$ cat src/rtl/bcd_alu_datapath_if.sv
// Command/display bus between the controller and the BCD ALU datapath.
// Covers the 4-phase req/ack command channel and the byte-wide display outputs.
interface bcd_alu_datapath_if;
  logic       cmd_req;
  logic [2:0] cmd;
  logic [7:0] bcd_input_data;
  logic       cmd_ack;
  logic       busy;
  logic [7:0] bcd_output_data;
  logic       carry;
  logic       err;

  modport master (
    output cmd_req, cmd, bcd_input_data,
    input  cmd_ack, busy, bcd_output_data, carry, err
  );

  modport slave (
    input  cmd_req, cmd, bcd_input_data,
    output cmd_ack, busy, bcd_output_data, carry, err
  );
endinterface

$ cat src/rtl/bcd_alu_datapath.sv
// Digit-serial packed-BCD add/subtract datapath with operand registers A and B,
// result R, and a byte-wide display port driven over a 4-phase command handshake.
module bcd_alu_datapath #(
  parameter int DIGITS = 4,
  parameter int IDX_W  = 4
) (
  input  logic               clk,
  input  logic               rst_n,
  bcd_alu_datapath_if.slave  bus
);

  localparam int W     = 4 * DIGITS;
  localparam int HALF  = DIGITS / 2;
  localparam int CNT_W = $clog2(DIGITS);
  localparam logic [CNT_W-1:0] LAST   = CNT_W'(DIGITS - 1);
  localparam logic [IDX_W-1:0] HALF_K = IDX_W'(HALF);

  localparam logic [2:0] CMD_CLEAR  = 3'd0;
  localparam logic [2:0] CMD_LOAD_A = 3'd1;
  localparam logic [2:0] CMD_LOAD_B = 3'd2;
  localparam logic [2:0] CMD_ADD    = 3'd3;
  localparam logic [2:0] CMD_SUB    = 3'd4;
  localparam logic [2:0] CMD_DISP_A = 3'd5;
  localparam logic [2:0] CMD_DISP_B = 3'd6;
  localparam logic [2:0] CMD_DISP_R = 3'd7;

  typedef enum logic [1:0] {
    IDLE = 2'd0,
    RUN  = 2'd1,
    ACK  = 2'd2
  } state_t;

  function automatic logic bcd_ok(input logic [7:0] d);
    return (d[7:4] <= 4'd9) && (d[3:0] <= 4'd9);
  endfunction

  function automatic logic [W-1:0] shift_in(input logic [W-1:0] v, input logic [7:0] d);
    logic [W+7:0] t;
    t = {v, d};
    return t[W-1:0];
  endfunction

  function automatic logic [7:0] pick_byte(input logic [W-1:0] v, input logic [IDX_W-1:0] k);
    logic [7:0] b;
    b = 8'h00;
    for (int i = 0; i < HALF; i++) begin
      b = (k == IDX_W'(i)) ? v[8*i +: 8] : b;
    end
    return b;
  endfunction

  state_t           state_r, next_s;
  logic [CNT_W-1:0] cnt_r;
  logic             c_r;
  logic             sub_r;
  logic             cmd_ack_r;
  logic             busy_r;
  logic             carry_r;
  logic             err_r;
  logic [W-1:0]     a_r, b_r, r_r;
  logic [7:0]       out_r;

  logic [3:0]       a_dig_s, b_dig_s, dig_s;
  logic [4:0]       sum_s, dif_s;
  logic             c_nxt_s;
  logic             accept_s;
  logic             arith_s;
  logic [IDX_W-1:0] k_s;
  logic             k_in_s;

  assign accept_s = (state_r == IDLE) && bus.cmd_req;
  assign arith_s  = (bus.cmd == CMD_ADD) || (bus.cmd == CMD_SUB);
  assign k_s      = bus.bcd_input_data[IDX_W-1:0];
  assign k_in_s   = (k_s < HALF_K);

  // Digit slice for the current counter position and its BCD add/sub result
  always_comb begin
    a_dig_s = 4'd0;
    b_dig_s = 4'd0;
    for (int i = 0; i < DIGITS; i++) begin
      a_dig_s = (cnt_r == CNT_W'(i)) ? a_r[4*i +: 4] : a_dig_s;
      b_dig_s = (cnt_r == CNT_W'(i)) ? b_r[4*i +: 4] : b_dig_s;
    end
    sum_s = {1'b0, a_dig_s} + {1'b0, b_dig_s} + {4'd0, c_r};
    dif_s = {1'b0, a_dig_s} - {1'b0, b_dig_s} - {4'd0, c_r};
    if (sub_r) begin
      if (dif_s[4]) begin
        dig_s   = dif_s[3:0] + 4'd10;
        c_nxt_s = 1'b1;
      end else begin
        dig_s   = dif_s[3:0];
        c_nxt_s = 1'b0;
      end
    end else begin
      if (sum_s > 5'd9) begin
        dig_s   = sum_s[3:0] - 4'd10;
        c_nxt_s = 1'b1;
      end else begin
        dig_s   = sum_s[3:0];
        c_nxt_s = 1'b0;
      end
    end
  end

  // Next-state logic; ACK is left only once the ack has been shown and req is low
  always_comb begin
    next_s = state_r;
    case (state_r)
      IDLE: begin
        if (bus.cmd_req) begin
          next_s = arith_s ? RUN : ACK;
        end else begin
          next_s = IDLE;
        end
      end
      RUN: begin
        if (cnt_r == LAST) begin
          next_s = ACK;
        end else begin
          next_s = RUN;
        end
      end
      ACK: begin
        if (cmd_ack_r && !bus.cmd_req) begin
          next_s = IDLE;
        end else begin
          next_s = ACK;
        end
      end
      default: next_s = IDLE;
    endcase
  end

  // Control state: FSM, digit counter, carry chain, handshake outputs
  always_ff @(posedge clk or negedge rst_n) begin
    if (!rst_n) begin
      state_r   <= IDLE;
      busy_r    <= 1'b0;
      cnt_r     <= '0;
      c_r       <= 1'b0;
      sub_r     <= 1'b0;
      cmd_ack_r <= 1'b0;
      carry_r   <= 1'b0;
    end else begin
      state_r <= next_s;
      busy_r  <= (next_s != IDLE);
      case (state_r)
        IDLE: begin
          if (accept_s && arith_s) begin
            cnt_r <= '0;
            c_r   <= 1'b0;
            sub_r <= (bus.cmd == CMD_SUB);
          end else if (accept_s && (bus.cmd == CMD_CLEAR)) begin
            carry_r <= 1'b0;
          end
        end
        RUN: begin
          cnt_r <= cnt_r + CNT_W'(1);
          c_r   <= c_nxt_s;
          if (cnt_r == LAST) begin
            carry_r <= c_nxt_s;
          end
        end
        ACK: begin
          // Ack is raised on the first ACK edge, so a req dropped during RUN still sees a pulse
          if (!cmd_ack_r) begin
            cmd_ack_r <= 1'b1;
          end else if (!bus.cmd_req) begin
            cmd_ack_r <= 1'b0;
          end
        end
        default: cmd_ack_r <= 1'b0;
      endcase
    end
  end

  // Operand, result, display and error registers
  always_ff @(posedge clk or negedge rst_n) begin
    if (!rst_n) begin
      a_r   <= '0;
      b_r   <= '0;
      r_r   <= '0;
      out_r <= 8'h00;
      err_r <= 1'b0;
    end else if (accept_s) begin
      case (bus.cmd)
        CMD_CLEAR: begin
          a_r   <= '0;
          b_r   <= '0;
          r_r   <= '0;
          out_r <= 8'h00;
          err_r <= 1'b0;
        end
        CMD_LOAD_A: begin
          if (bcd_ok(bus.bcd_input_data)) a_r <= shift_in(a_r, bus.bcd_input_data);
          else                            err_r <= 1'b1;
        end
        CMD_LOAD_B: begin
          if (bcd_ok(bus.bcd_input_data)) b_r <= shift_in(b_r, bus.bcd_input_data);
          else                            err_r <= 1'b1;
        end
        CMD_DISP_A: begin
          out_r <= pick_byte(a_r, k_s);
          if (!k_in_s) err_r <= 1'b1;
        end
        CMD_DISP_B: begin
          out_r <= pick_byte(b_r, k_s);
          if (!k_in_s) err_r <= 1'b1;
        end
        CMD_DISP_R: begin
          if (k_s == HALF_K) begin
            out_r <= {7'd0, carry_r};
          end else if (k_in_s) begin
            out_r <= pick_byte(r_r, k_s);
          end else begin
            out_r <= 8'h00;
            err_r <= 1'b1;
          end
        end
        default: begin
          out_r <= out_r;
        end
      endcase
    end else if (state_r == RUN) begin
      for (int i = 0; i < DIGITS; i++) begin
        if (cnt_r == CNT_W'(i)) r_r[4*i +: 4] <= dig_s;
      end
    end else begin
      out_r <= out_r;
    end
  end

  assign bus.cmd_ack         = cmd_ack_r;
  assign bus.busy            = busy_r;
  assign bus.bcd_output_data = out_r;
  assign bus.carry           = carry_r;
  assign bus.err             = err_r;

endmodule

$ cat src/flat_wrapper.sv
// flat-port wrapper written by rule: the top's interface ports become plain ports
module bcd_alu_datapath_flat 
#(
  parameter int DIGITS = 4,
  parameter int IDX_W  = 4
)
  (clk, rst_n, bus_cmd_req, bus_cmd, bus_bcd_input_data, bus_cmd_ack, bus_busy, bus_bcd_output_data, bus_carry, bus_err);
  bcd_alu_datapath_if bus_i ();
  input  logic clk;
  input  logic rst_n;
  input wire logic [$bits(bus_i.cmd_req)-1:0] bus_cmd_req;
  input wire logic [$bits(bus_i.cmd)-1:0] bus_cmd;
  input wire logic [$bits(bus_i.bcd_input_data)-1:0] bus_bcd_input_data;
  output wire logic [$bits(bus_i.cmd_ack)-1:0] bus_cmd_ack;
  output wire logic [$bits(bus_i.busy)-1:0] bus_busy;
  output wire logic [$bits(bus_i.bcd_output_data)-1:0] bus_bcd_output_data;
  output wire logic [$bits(bus_i.carry)-1:0] bus_carry;
  output wire logic [$bits(bus_i.err)-1:0] bus_err;
  assign bus_i.cmd_req = bus_cmd_req;
  assign bus_i.cmd = bus_cmd;
  assign bus_i.bcd_input_data = bus_bcd_input_data;
  assign bus_cmd_ack = bus_i.cmd_ack;
  assign bus_busy = bus_i.busy;
  assign bus_bcd_output_data = bus_i.bcd_output_data;
  assign bus_carry = bus_i.carry;
  assign bus_err = bus_i.err;
  bcd_alu_datapath #(.DIGITS(DIGITS), .IDX_W(IDX_W)) u_core (.clk(clk), .rst_n(rst_n), .bus(bus_i));
endmodule
$ cat config.mk
export PLATFORM = sky130hd
export DESIGN_NAME = bcd_alu_datapath_flat
export DESIGN_NICKNAME = d
export VERILOG_FILES = /design/src/rtl/bcd_alu_datapath_if.sv /design/src/rtl/bcd_alu_datapath.sv /design/src/flat_wrapper.sv
export SDC_FILE = /design/constraint.sdc
export NUM_CORES = 1
export LEC_CHECK = 0
export BUFFER_PORTS_ARGS = -buffer_cell sky130_fd_sc_hd__buf_4
export CORE_MARGIN = 4
export CORE_UTILIZATION = 30
export CTS_CLUSTER_DIAMETER = 40
export DETAILED_ROUTE_END_ITERATION = 6
export GPL_TIMING_DRIVEN = 0
export PLACE_DENSITY = 0.45
export SLEW_MARGIN = 15
export SYNTH_ARGS = -nofsm -noshare
export SYNTH_HDL_FRONTEND = slang
export SYNTH_SLANG_ARGS = --single-unit
$ cat constraint.sdc
create_clock -name clk -period 7.56 [get_ports clk]
set_input_delay 1.512 -clock clk [delete_from_list [all_inputs] [get_ports clk]]
set_output_delay 1.512 -clock clk [all_outputs]
set_load 0.1 [all_outputs]
### Word level (Yosys, flattened, before mapping)

Cells that the tools add are included.

| word-level totals | value |
|---|---|
| bits of input ports | 14 |
| bits in registers | 66 |
| output and inout port bits | 12 |

| cells by class | value |
|---|---|
| reductions and logical operators | 36 |
| add/sub/neg operators | 7 |
| equality and inequality tests | 23 |
| multiplexer cells | 54 |
| magnitude comparators | 4 |

Operators by type and width:

| cell | number |
|---|---|
| $mux W16 | 5 |
| $mux W8 | 8 |
| $pmux W16 S2 | 2 |
| $mux W4 | 15 |
| $pmux W8 S4 | 1 |
| $reduce_and A3 Y1 | 6 |
| $reduce_bool A2 Y1 | 9 |
| $ne A2 B2 Y1 const B | 7 |
| $eq A3 B3 Y1 const B | 4 |
| $mux W1 | 12 |
| $mux W2 | 5 |
| $le A4 B4 Y1 const B | 2 |
| $reduce_and A4 Y1 | 2 |
| $reduce_bool A4 Y1 | 2 |
| $eq A2 B2 Y1 const B | 3 |
| $eq A3 B2 Y1 const B | 2 |
| $pmux W1 S2 | 3 |
| $pmux W2 S3 | 1 |
| $reduce_and A2 Y1 | 3 |
| $reduce_or A2 Y1 | 3 |
| $add A4 B4 Y5 | 1 |
| $add A5 B1 Y5 | 1 |
| $gt A5 B4 Y1 const B | 1 |
| $logic_and A1 B1 Y1 | 5 |
| other kinds (18) | 21 |

### Logic depth before layout (Yosys ltp)

Gate-level depths: netlist of the first run.

| depth | value |
|---|---|
| depth after elaboration | 13 |
| mapped depth | 19 |
| gate-level depth less buffers | 17 |

### Worst setup path before layout of the first run

OpenSTA, ideal clock, no wires.

| timing path | value |
|---|---|
| path type | reg-to-reg |
| start point | register u_core.cnt_r[1] |
| end point | register u_core.r_r[11] |
| slack | 3.919 ns |
| stages on the path, launching flop included | 18 |
| arrival | 3.519 ns |
| clock period less this slack | 3.641 ns |
| data required time | 7.438 ns |
| path buffers | 2 |
| cells stage by stage | dfrtp_1 > inv_1 > ha_1 > buf_2 > buf_1 > a211oi_1 > a211oi_1 > a21oi_1 > fa_1 > fa_1 > xnor2_1 > ha_1 > nand2b_1 > a21oi_1 > a2bb2oi_1 > xor2_1 > a22oi_2 > a32o_1 |

| between the ends | value |
|---|---|
| longest elaborated chain between the ends | 13 |
| elaborated cells on any way between the ends | 27 |

RTL lines:

| item | line | RTL |
|---|---|---|
| start, declared | bcd_alu_datapath.sv:53 | `logic [CNT_W-1:0] cnt_r;` |
| start signal, assigned | bcd_alu_datapath.sv:158 | `cnt_r <= cnt_r + CNT_W'(1);` |
| $logic_not A2 Y1 | bcd_alu_datapath.sv:81, bcd_alu_datapath.sv:82 |  |
| $mux W4, on equally long branches (4 in a row) | bcd_alu_datapath.sv:81, bcd_alu_datapath.sv:82 |  |
| $add A4 B4 Y5 / $sub A4 B4 Y5 (equally long branches) | bcd_alu_datapath.sv:84, bcd_alu_datapath.sv:85 |  |
| $add A5 B1 Y5 / $sub A5 B1 Y5 (equally long branches) | bcd_alu_datapath.sv:84, bcd_alu_datapath.sv:85 |  |
| $sub A4 B4 Y4, or another cell as far along | bcd_alu_datapath.sv:96 | `dig_s = sum_s[3:0] - 4'd10;` |
| $mux W4, on equally long branches | bcd_alu_datapath.sv:95, bcd_alu_datapath.sv:87 |  |
| $mux W4 | bcd_alu_datapath.sv:86 | `if (sub_r) begin` |
| $mux W4 | bcd_alu_datapath.sv:226 | `if (cnt_r == CNT_W'(i)) r_r[4*i +: 4] <= dig_s;` |
| $mux W16 | bcd_alu_datapath.sv:224 | `end else if (state_r == RUN) begin` |
| $mux W16 | bcd_alu_datapath.sv:185 | `end else if (accept_s) begin` |
| end signal, assigned by index | bcd_alu_datapath.sv:226 |  |
| end, declared | bcd_alu_datapath.sv:60 | `logic [W-1:0] a_r, b_r, r_r;` |

Several ways; a longest one is shown, not always the timed one. The select of a mux whose other input is x is not followed.
A chain may end at the register's enable or synchronous reset.

### Worst setup path after layout of the first run

| timing path | value |
|---|---|
| start point | register u_core.cnt_r[1] |
| end point | register u_core.r_r[14] |

Same word-level chain as after synthesis.

==> impl_metrics.env, run 1 <==
export IMPL_outcome="finished clean"
export IMPL_post_cts_buffers=0
export IMPL_antennaDiodeCount=0
export IMPL_path_class="reg2reg"
export IMPL_hold_viol=0
export IMPL_start_util=0.3080
export IMPL_dp_hpwl_mm=9.747
export IMPL_slowest_delay_ps=460
export IMPL_drc=0
export IMPL_synthAdderAreaFrac=0.06172
export IMPL_finalSetupTns_ps=0
export IMPL_via_per_inst=5.204
export IMPL_placed_cell_area_um2=4496
export IMPL_maxCapViolations=0
export IMPL_grt_max_degree=67
export IMPL_postCtsResizedCells=0
export IMPL_antenna_found_initial=0
export IMPL_synth_flop_cell="dfrtp_1"
export IMPL_yosysWarningCount=0
export IMPL_drt_wl_total_mm=12.85
export IMPL_core_area_um2=13300
export IMPL_grt_pass1_wl_mm=20.88
export IMPL_r2r_start="u_core.cnt_r[1]"
export IMPL_min_from="u_core.bus.bcd_output_data[3]"
export IMPL_startpoint_type="flip-flop"
export IMPL_worstPathCellList="inv_1 > ha_1 > buf_2 > buf_1 > nor2_1 > a211oi_1 > a211oi_1 > a21oi_1 > fa_1 > inv_1 > fa_1 > xnor2_1 > ha_1 > a22oi_1 > a31oi_4 > mux2i_1 > o21ai_2 > o2bb2ai_1"
export IMPL_htree_levels=3
export IMPL_crit_family="compound AO/OA/AOI/OAI gates"
export IMPL_setup_violations=0
export IMPL_port_buffers=24
export IMPL_overflow=0
export IMPL_crit_path_end_kind="flip-flop"
export IMPL_yosys_area_share_simple=0.1497
export IMPL_finalMaxSlewViolations=0
export IMPL_synthTopCellsByCount="dfrtp_1 (66), inv_1 (44), nand2_1 (44), o21ai_0 (36)"
export IMPL_avgSynthCellArea_um2=8.922
export IMPL_path_buf_inv=4
export IMPL_fin_nets=525
export IMPL_first_pass_iters=4
export IMPL_cts_sinks=66
export IMPL_synth_top_cell_by_area="dfrtp_1"
export IMPL_synth_top_family_by_area="compound AO/OA/AOI/OAI gates"
export IMPL_final_cell_area_um2=4816
export IMPL_grt_pass1_vias=3638
export IMPL_synth_seq_area_share=0.4033
export IMPL_syn_inst=459
export IMPL_dieWidth_um=124.8
export IMPL_yosys_area_top_type_share=0.4033
export IMPL_cts_buffers=9
export IMPL_finalCriticalPeriod_ps=4532
export IMPL_hp_class="reg2reg"
export IMPL_holdBufCountCts=0
export IMPL_num_rows=42
export IMPL_antenna_left=0
export IMPL_cp_data_arrival_time_ps=4790
export IMPL_min_period_over_period=0.5995
export IMPL_slew_headroom=0.4238
export IMPL_rsz0062_at_grt="false"
export IMPL_slowest_stage="a21oi_1"
export IMPL_synthArstFlopShare=1.000
export IMPL_synth_most_common_cell="dfrtp_1"
export IMPL_grtUsageTotal=0.1721
export IMPL_fillers=1410
export IMPL_drive_gt1_frac=0.1483
export IMPL_synth_area_leaders="dfrtp_1 (40%), o21ai_0 (4.4%), nand3_1 (4.2%)"
export IMPL_num_vias=3513
export IMPL_cts_root_buf="clkbuf_16"
export IMPL_cts_tree="built"
export IMPL_cp_data_required_time_ps=7820
export IMPL_multi_input_area_um2=2136
export IMPL_synth_compound_area_share=0.2600
export IMPL_path_max_fanout=10
export IMPL_worst_pin_slew_ps=864.2
export IMPL_drtIter0Drc=236
export IMPL_die_h_um=124.8
export IMPL_crit_start="u_core.cnt_r[1]"
export IMPL_synth_mux_area_fraction=0.03727
export IMPL_io_pins=26
export IMPL_die_area_um2=15580
export IMPL_skew_ps=5.361
export IMPL_fmax_ghz=0.2206
export IMPL_wl_per_cell_um=19.03
export IMPL_area_delta_synth_final_pct=17.60
export IMPL_synth_xor_area_share=0.01283
export IMPL_clock_latency_ps=340
export IMPL_synth_edf_count=0
export IMPL_path_clk_slew_ps=60
export IMPL_ff_latch_area_um2=1652
export IMPL_ys_ff_latch=66
export IMPL_syn_area_um2=4095
export IMPL_synth_distinct_cells=63
export IMPL_syn_nets=490
export IMPL_cts_buffer_depth=2
export IMPL_place_gp_congestion=0.8270
[through the flow]
| stage | cells | hold slack [ps] | util | worst slack (ps) |
|---|---|---|---|---|
| 2_1_floorplan | 459 | 450.3 | - | 3919 |
| 3_3_place_gp | 659 | 461.3 | 0.3381 | 3082 |
| 3_5_place_dp | 659 | 469.2 | 0.3381 | 3013 |
| 4_1_cts | 675 | 482.1 | 0.3622 | 2983 |
| 5_1_grt | 675 | 506.8 | 0.3622 | 2591 |
| 6_report | 675 | 479.4 | 0.3622 | 3028 |
[logic make-up after synthesis]
logic type	after synthesis
flip-flops	66
multiplexers	12
XOR/XNOR	6
adder cells (fa/ha/maj)	18
buffers and inverters	74
AND/OR/NAND/NOR	124
AO/OA/AOI/OAI	159
[per-layer routing]
metal  track usage  routed length, um  vias to the layer above
li1              -                  -                     1697
met1        0.2298               6015                     1735
met5             0                  0                        -
met3       0.04460                412                       19
met2        0.2732               6134                       62
met4       0.05485                284                        0
[layout make-up]
class / count / area share
plain buffers: 29 / 0.02884
clock buffers: 11 / 0.05040
clock inverters: 5 / 0.01611
inverters: 45 / 0.03507
multi-input cells: 319 / 0.4435
flip-flops and latches: 66 / 0.3429
well taps: 176 / 0.04573
repair buffers: 24 / 0.03741
[layout by cell type, fill, tap and decap left out, drive strengths merged, types with 3 or more instances in the layout]
cell / instances
nor2b: 4
a21oi: 18
nand3: 34
or2: 3
or3: 3
a22oi: 10
dfrtp: 66
xnor2: 5
nand2b: 4
a21o: 13
nand2: 44
a32o: 4
nor2: 20
fa: 4
inv: 45
mux2i: 4
ha: 13
o21ai: 72
clkbuf: 21
a221oi: 7
mux2: 6
a211oi: 15
buf: 43
[flip-flops by register name, indices dropped and copies added, names as in the netlist]
signal / flops
u_core.a_r: 16
u_core.b_r: 16
u_core.r_r: 16
u_core.bus.bcd_output_data: 8
u_core.cnt_r: 2
u_core.state_r: 2
u_core.bus.busy: 1
u_core.bus.carry: 1
u_core.bus.cmd_ack: 1
u_core.bus.err: 1
u_core.c_r: 1
u_core.sub_r: 1
[worst paths after layout]
| kind | end | depth (start not counted) | slack, ps |
|---|---|---|---|
| max in group asynchronous | u_core.c_r | 1 | 5700 |
| hold / removal | u_core.bus.bcd_output_data[3] | 1 | 480 |
| min in group asynchronous | u_core.b_r[3] | 1 | 1270 |
| hold reg to reg | u_core.bus.bcd_output_data[3] | 1 | 480 |
| setup / recovery | u_core.r_r[14] | 18 | 3030 |
| setup reg to reg | u_core.r_r[14] | 18 | 3030 |
Power of run 1 is not shown: default switching activity piles up to over one toggle a cycle in this logic, so the estimate is an artifact.
==> run 2: changes to the inputs <==
PLACE_DENSITY = 0.47   (was 0.45)
clock period = 3.9 ns   (was 7.56 ns; I/O delays follow)
==> impl_metrics.env, run 2 (synthesis gave the netlist of run 1 again) <==
export IMPL_slew_headroom=0.4218
export IMPL_cts_sinks=66
export IMPL_finalSetupTns_ps=0
export IMPL_stdcell_count=685
export IMPL_start_util=0.3080
export IMPL_cts_root_buf="clkbuf_16"
export IMPL_via_per_inst=5.269
export IMPL_core_area_um2=13300
export IMPL_r2r_end="u_core.r_r[14]"
export IMPL_skew_ps=9.878
export IMPL_wl_per_cell_um=18.88
export IMPL_antenna_found_initial=0
export IMPL_min_to="u_core.bus.bcd_output_data[5]"
export IMPL_fin_util=0.3836
export IMPL_cts_tree="built"
export IMPL_worstPathCellList="inv_1 > ha_2 > buf_8 > nand2_1 > nor2_4 > a211oi_4 > a211oi_4 > a21oi_4 > fa_2 > inv_1 > fa_2 > inv_1 > ha_1 > a22oi_2 > a31oi_4 > mux2i_4 > o21ai_4 > o2bb2ai_1"
export IMPL_finalCriticalPeriod_ps=3761
export IMPL_drt_wl_total_mm=12.94
export IMPL_slowest_stage="fa_2"
export IMPL_worst_pin_slew_ps=867.3
export IMPL_hold_slack_ps=475.6
export IMPL_setup_violations=0
export IMPL_maxCapViolations=0
export IMPL_num_vias=3609
export IMPL_path_class="reg2reg"
export IMPL_startpoint_type="flip-flop"
export IMPL_htree_levels=3
export IMPL_die_h_um=124.8
export IMPL_rr_worst_depth=18
export IMPL_grt_pass1_wl_mm=20.40
export IMPL_drtIter0Drc=291
export IMPL_fmax_ghz=0.2659
export IMPL_hold_viol=0
export IMPL_area_delta_synth_final_pct=24.53
export IMPL_hold_depth=1
export IMPL_antennaDiodeCount=0
export IMPL_rsz0062_at_grt="true"
export IMPL_num_rows=42
export IMPL_crit_top_cell="inv_1"
export IMPL_place_gp_congestion=0.8767
export IMPL_slowest_delay_ps=590
export IMPL_antenna_left=0
export IMPL_die_area_um2=15580
export IMPL_min_period_over_period=0.9643
export IMPL_reg2reg_slack_ps=140
export IMPL_min_from="u_core.bus.bcd_output_data[5]"
export IMPL_path_max_fanout=10
export IMPL_finalMaxSlewViolations=0
export IMPL_cts_buffers=9
export IMPL_drc=0
export IMPL_fin_nets=536
export IMPL_holdBufCountCts=0
export IMPL_post_place_cells=659
export IMPL_drive_gt1_frac=0.2122
export IMPL_final_common_cell="dfrtp_1"
export IMPL_dp_hpwl_mm=9.618
export IMPL_path_clk_slew_ps=60
export IMPL_crit_path_end_kind="flip-flop"
export IMPL_outcome="finished clean"
export IMPL_port_buffers=24
export IMPL_r2r_start="u_core.cnt_r[0]"
export IMPL_io_pins=26
export IMPL_grt_pass1_vias=3622
export IMPL_dieWidth_um=124.8
export IMPL_overflow=0
export IMPL_grt_max_degree=67
export IMPL_cp_data_required_time_ps=4120
export IMPL_top_regs="u_core.a_r (16), u_core.b_r (16), u_core.r_r (16)"
export IMPL_grtUsageTotal=0.1673
export IMPL_first_pass_iters=5
export IMPL_hp_class="reg2reg"
export IMPL_crit_start="u_core.cnt_r[0]"
export IMPL_cts_buffer_depth=2
export IMPL_cp_data_arrival_time_ps=3980
export IMPL_mostFrequentLayoutCells="dfrtp_1 (65), inv_1 (44), nand2_1 (44), buf_4 (38), o21ai_0 (35)"
export IMPL_clock_latency_ps=340
run 2: cell count changes in the layout (fill, tap and decap cells not counted), sizes merged:
cell      before  now
clkinv         2    0
buf           43   56
clkinvlp       1    0
run 2: worst max-delay path by stage:
stage | endpoint | slack (ps)
after detailed placement | u_core.r_r[14] | -710
after CTS | u_core.r_r[3] | 8
after global placement | u_core.r_r[14] | -670
final | u_core.r_r[14] | 140
after global routing | u_core.r_r[11] | -70
after floorplan | u_core.r_r[11] | 260
run 2: layout make-up:
class | instances | area [um2]
tap | 176 | 220.2
clock inverter | 2 | 60.06
sequential | 66 | 1653
multi-input combinational | 319 | 2280
timing repair buffer | 36 | 270.3
clock buffer | 13 | 260.3
buffer | 28 | 187.7
inverter | 45 | 168.9
fill | 1375 | 8195
run 2: repair_timing:
item,4_1_cts,5_1_grt
pin swaps,6,9
resized for setup,23,28
setup buffers,6,6
endpoints found under the setup margin,14,13
run 2: through the flow:
stage	setup WS, ps	cell area, um2
after floorplan	259.3	4095
after global placement	-665.2	4496
after detailed placement	-706.4	4496
after CTS	7.859	4937
after global routing	-68.14	5100
final	139.1	5100
run 2: metal layers:
metal	GRT usage	vias up	routed length, um	part of all wire
met1	0.2262	1761	5877	0.45
li1	-	1729	-	-
met5	0	-	0	0
met2	0.2602	94	6119	0.47
met4	0.05548	0	310	0.024
met3	0.04503	25	628	0.049
run 2: worst max-delay path, delay by kind of cell (launching register included):
family | cells | cell delay [ps]
multiplexers | 1 | 240
AO/OA/AOI/OAI | 7 | 1270
buffers and inverters | 4 | 320
adder cells (fa/ha/maj) | 4 | 1270
AND/OR/NAND/NOR | 2 | 170
flip-flops | 1 | 380
Power of run 2 is left out for the same reason.
